$ cat config.mk
export PLATFORM = sky130hd
export DESIGN_NAME = row_fill_arbiter
export DESIGN_NICKNAME = d
export VERILOG_FILES = /design/src/rtl/row_fill_arbiter.sv
export SDC_FILE = /design/constraint.sdc
export NUM_CORES = 1
export LEC_CHECK = 0
export ABC_AREA = 0
export CAP_MARGIN = 20
export CORE_AREA = 4 4 92 77
export CTS_BUF_LIST = sky130_fd_sc_hd__clkbuf_4 sky130_fd_sc_hd__clkbuf_8
export CTS_CLUSTER_SIZE = 28
export DETAILED_ROUTE_END_ITERATION = 7
export DIE_AREA = 0 0 96 81
export PLACE_DENSITY_LB_ADDON = 0.15
export SLEW_MARGIN = 20
export SYNTH_ARGS = -nofsm -noshare
export SYNTH_HDL_FRONTEND = slang
export SYNTH_SLANG_ARGS = --single-unit
$ cat constraint.sdc
create_clock -name clk -period 2.2 [get_ports clk]
set_clock_uncertainty 0.2 [all_clocks]
set_input_delay 0.33 -clock clk [delete_from_list [all_inputs] [get_ports clk]]
set_output_delay 0.33 -clock clk [all_outputs]
set_load 0.005 [all_outputs]
$ cat src/rtl/row_fill_arbiter.sv
// Round-robin arbiter: grants one requester a whole DEPTH-word line, streams its words to a shared collector, then holds the completed line.
// Latency: grant is registered one cycle after a request is seen in IDLE. Each accepted word is written in the same cycle. line_valid rises the cycle after the last word.
// Backpressure: only the granted requester sees s_ready, and only while filling. A completed line is held until line_ready, and no new grant is issued meanwhile.
//
// Ports:
//   clk, rst                 single clock, synchronous active-high reset
//   req[NREQ]                per-requester line-fill request
//   grant[NREQ]              registered one-hot grant (zero when idle)
//   s_valid/s_ready[NREQ]    per-requester word handshake; s_data packs requester i at [i*DW +: DW]
//   wr_en/wr_idx/wr_data     write port into the shared line collector
//   line_valid/line_src      completed line and its owner; line_ready consumes it
//   busy                     high while a line is being filled or held
module row_fill_arbiter #(
    parameter int DW    = 32,
    parameter int DEPTH = 56,
    parameter int NREQ  = 4,
    localparam int SW   = $clog2(NREQ)
) (
    input  logic               clk,
    input  logic               rst,
    input  logic [NREQ-1:0]    req,
    output logic [NREQ-1:0]    grant,
    input  logic [NREQ-1:0]    s_valid,
    input  logic [NREQ*DW-1:0] s_data,
    output logic [NREQ-1:0]    s_ready,
    output logic               wr_en,
    output logic [5:0]         wr_idx,
    output logic [DW-1:0]      wr_data,
    output logic               line_valid,
    output logic [SW-1:0]      line_src,
    input  logic               line_ready,
    output logic               busy
);

    typedef enum logic [1:0] {
        ST_IDLE = 2'd0,
        ST_FILL = 2'd1,
        ST_HOLD = 2'd2
    } state_t;

    state_t          state_q, state_d;
    logic [NREQ-1:0] grant_q, grant_d;
    logic [SW-1:0]   owner_q, owner_d;     // index form of grant_q
    logic [5:0]      cnt_q, cnt_d;         // next word slot to be written
    logic [SW-1:0]   rr_ptr_q, rr_ptr_d;   // first requester to consider in IDLE
    logic            line_valid_q, line_valid_d;

    logic            win_found;
    logic [SW-1:0]   win_idx;
    logic [SW-1:0]   win_next;

    // Round-robin search: scan requesters starting at rr_ptr_q, wrapping
    // modulo NREQ. The sum is one bit wider so that it cannot overflow
    // before the wrap is applied.
    always_comb begin
        logic [SW:0] cand;
        win_found = 1'b0;
        win_idx   = '0;
        cand      = '0;
        for (int k = 0; k < NREQ; k++) begin
            cand = {1'b0, rr_ptr_q} + (SW+1)'(k);
            if (cand >= (SW+1)'(NREQ)) begin
                cand = cand - (SW+1)'(NREQ);
            end
            if (!win_found && req[cand[SW-1:0]]) begin
                win_found = 1'b1;
                win_idx   = cand[SW-1:0];
            end
        end
    end

    assign win_next = (win_idx == SW'(NREQ - 1)) ? '0 : win_idx + 1'b1;

    always_comb begin
        state_d      = state_q;
        grant_d      = grant_q;
        owner_d      = owner_q;
        cnt_d        = cnt_q;
        rr_ptr_d     = rr_ptr_q;
        line_valid_d = line_valid_q;
        s_ready      = '0;
        wr_en        = 1'b0;

        case (state_q)
            ST_IDLE: begin
                if (win_found) begin
                    state_d  = ST_FILL;
                    grant_d  = NREQ'(1) << win_idx;
                    owner_d  = win_idx;
                    cnt_d    = '0;
                    rr_ptr_d = win_next;
                end
            end
            ST_FILL: begin
                // The grant is locked here: req is not consulted again until
                // the full line has been transferred.
                s_ready = grant_q;
                if (|(s_valid & grant_q)) begin
                    wr_en = 1'b1;
                    if (cnt_q == 6'(DEPTH - 1)) begin
                        cnt_d        = '0;
                        state_d      = ST_HOLD;
                        line_valid_d = 1'b1;
                    end else begin
                        cnt_d = cnt_q + 6'd1;
                    end
                end
            end
            ST_HOLD: begin
                if (line_ready) begin
                    state_d      = ST_IDLE;
                    grant_d      = '0;
                    line_valid_d = 1'b0;
                end
            end
            default: begin
                state_d = ST_IDLE;
            end
        endcase
    end

    always_ff @(posedge clk) begin
        if (rst) begin
            state_q      <= ST_IDLE;
            grant_q      <= '0;
            owner_q      <= '0;
            cnt_q        <= '0;
            rr_ptr_q     <= '0;
            line_valid_q <= 1'b0;
        end else begin
            state_q      <= state_d;
            grant_q      <= grant_d;
            owner_q      <= owner_d;
            cnt_q        <= cnt_d;
            rr_ptr_q     <= rr_ptr_d;
            line_valid_q <= line_valid_d;
        end
    end

    assign grant      = grant_q;
    assign wr_idx     = cnt_q;
    assign wr_data    = s_data[int'(owner_q)*DW +: DW];
    assign line_valid = line_valid_q;
    assign line_src   = owner_q;
    assign busy       = (state_q != ST_IDLE);

endmodule

==> results.tsv <==
stage	metric	value	unit
timing	max_freq	454	MHz
place	place_ws	-0.0346	ns
place	dp_hpwl	7190	um
floorplan	start_util	28.2	%
route	firstDrtPassIters	4	
timing	grt_setup_unrepaired	true	
finish	final_util	63.0	%
grt	antenna_found_initial	0	
timing	fin_crit_sh	100	%
setup_path	worstSetupPathType	reg -> out	
place	portBuffers	189	
floorplan	io_pins	190	
logic_synthesis	syn-instance-count	160	
logic_synthesis	syn_area_per_cell	11.0	um^2
timing	worst_pin_slew	0.441	ns
timing	finalHoldViolCount	0	
timing	finalWorstSetupSlack	-0.00403	ns
floorplan	fp.coreArea	6210	um^2
timing	relSlewSlack	70.4	%
run	drv_cap	0	
route	drc_errors	0	
timing	setup_violations	3	
route	via_count	2234	
setup_path	cp-end-kind	primary output	
finish	final_nets	507	
status	violations	setup timing	
floorplan	rows	26	
clock_tree	numCtsBuffers	3	
logic_synthesis	yosysUniqueCellTypes	39	
grt	grt_max_degree	24	
grt	grt_pass1_wl	11900	um
setup_path	cp_data_arrival_time	1.67	ns
place	gp_congestion	0.823	
logic_synthesis	syn_nets	304	
grt	track_usage	19.9	%
setup_path	crit_fanout	7	
clock_tree	cts.path.max_buffers	2	
status	status	finished with violations	
clock_tree	cts-root-buf	clkbuf_8	
finish	area_growth	123	%
floorplan	dieHeight	81	um
clock_tree	cts.sinks	17	
min_path	hold_path_class	reg -> reg	
setup_path	cp.required	1.67	ns
power_and_ir_drop	p_per_area	406	nW/um^2
timing	period_needed	2.20	ns
floorplan	die_x	96	um
timing	hold_ws	0.255	ns
route	drt_iter0_drc	43	
route	wl_per_cell	19.2	um
logic_synthesis	yosysWarnings	0	
grt	grt_pass1_vias	2207	
route	final_antenna_net_count	0	
setup_path	cp-start-kind	flip-flop	
logic_synthesis	synthesis.area	1750	um^2
finish	drive_gt1_share	21.0	%
logic_synthesis	yosysSeqAreaShare	19.4	%
finish	antenna_cells	0	
clock_tree	cts_tree	done	
clock_tree	clkLatencyLatePin	0.25	ns
route	wirelength	8570	um
clock_tree	cts_htree_levels	1	
clock_tree	cts.clk_slew.worst_paths	0.07	ns
grt	grt-ovfl-total	0	
floorplan	die_area	7780	um^2
timing	final_max_slew_viol_count	0	
power_and_ir_drop	power_leakage	1.46	nW
clock_tree	holdBufCountCts	0	
logic_synthesis	ys_seq_elements	17	
route	routed_via_density	5.01	
power_and_ir_drop	peakVddDrop	0.000418	V
cells in the mapped netlist (all sizes together):
library cell | n | area share (%)
o21ai | 3 | 0.86
inv | 7 | 1.5
nand3b | 1 | 0.43
and2 | 5 | 1.9
nor3 | 3 | 1.1
buf | 5 | 1.8
a22o | 2 | 1.0
nor4 | 3 | 2.8
a21oi | 16 | 4.8
dfxtp | 17 | 19
o22ai | 2 | 0.71
nor2b | 1 | 0.36
mux2i | 1 | 0.57
o32ai | 2 | 1.0
and4 | 1 | 0.50
or2 | 3 | 1.2
nand2 | 9 | 1.9
a21o | 1 | 0.50
nand3 | 10 | 2.9
o31ai | 2 | 0.86
ha | 5 | 3.6
a211oi | 4 | 1.7
o21a | 1 | 0.43
o21ba | 1 | 0.57
nand4 | 2 | 0.71
nand2b | 3 | 1.2
clkbuf | 6 | 1.3
nand4b | 1 | 0.50
mux4 | 32 | 41
nor2 | 7 | 1.5
or3 | 4 | 1.4
placed cells by master, fill, tap and decap left out, types with 2 or more instances in the layout:
master           Yosys  routed
dlygate4sd2_1        0      18
or3_1                4       4
nor3_1               2       2
ha_1                 5       5
nand4_1              2       2
mux4_2              32      32
nor4_4               2       2
o32ai_1              2       2
o22ai_1              2       2
buf_2                4       7
buf_12               0       3
clkdlybuf4s15_1      0       7
nor2_1               7       5
a22o_1               2       2
a211oi_1             4       4
clkdlybuf4s50_1      0     156
inv_1                7       6
and2_1               4       4
dfxtp_1             17      16
buf_4                0      16
nand3_1             10      10
clkbuf_8             0       3
nand2_1              9       9
o31ai_1              2       2
o21ai_0              3       3
a21oi_1             15      15
nand2b_1             2       2
area by class of cell:
| type | count | area, um^2 |
|---|---|---|
| Fill cell | 546 | 2300 |
| Timing Repair Buffer | 209 | 2050 |
| Multi-Input combinational cell | 125 | 1340 |
| Sequential cell | 17 | 344 |
| Tap cell | 84 | 105 |
| Clock buffer | 4 | 48.8 |
| Inverter | 7 | 26.3 |
cells by family (layout without fill, tap and decap cells):
family	after synthesis	after routing	synth area share (%)
and+or+nand+nor	53	53	18.4
AOI/OAI and AO/OA	34	34	12.4
muxes	33	33	41.7
buffers and inverters	18	220	4.57
DFF	17	17	19.4
adders and majority gates	5	5	3.57
report_power, final:
part | switching, W | internal, W
registers | 0.0000293 | 0.000335
clock network | 0.000110 | 0.000141
logic | 0.000331 | 0.000646
sequential cells by signal, indices dropped and copies added, names as in the netlist:
register	cells
grant	4
wr_idx	6
line_valid	1
line_src	2
state_q	2
rr_ptr_q	2
worst paths after layout:
path / from / to / slack, ns / depth (start not counted)
worst max-delay path: line_src[0] / wr_data[22] / -0.004 / 3
worst min-delay path: line_valid / line_valid / 0.26 / 2
worst max register to register: wr_idx[0] / wr_idx[4] / 0.42 / 5
worst min register to register: line_valid / line_valid / 0.26 / 2
metal layers:
| layer | part of all wire (%) | track usage [%] | routed length, um |
|---|---|---|---|
| met3 | 9.5 | 6.67 | 817 |
| met1 | 38 | 23.1 | 3280 |
| met2 | 51 | 36.0 | 4340 |
| met4 | 1.5 | 3.13 | 131 |
| met5 | 0 | 0 | 0 |
metrics by stage:
step / instance area (um^2) / TNS, ns / total power [W] / instances
2_1_floorplan: 1750 / 0 / 0.000768 / 160
6_report: 3920 / -0.00915 / 0.00159 / 446
3_3_place_gp: 3850 / -0.0396 / 0.00137 / 437
4_1_cts: 3940 / -0.355 / 0.00162 / 447
3_5_place_dp: 3850 / -0.108 / 0.00139 / 437
5_1_grt: 3920 / -0.324 / 0.00168 / 446
worst max-delay path, cell delays in order (launching register included):
cell and delay [ns]:
dfxtp_4 0.38, bufbuf_16 0.28, mux4_2 0.48, dlygate4sd2_1 0.28
timing repair:
item,4_1_cts,5_1_grt
buffers inserted,4,1
cloned,2,0
setup endpoints to repair,36,13
pin swaps,0,1
gates resized for setup,58,10
Note: power is estimated with default switching activity, not from simulation.
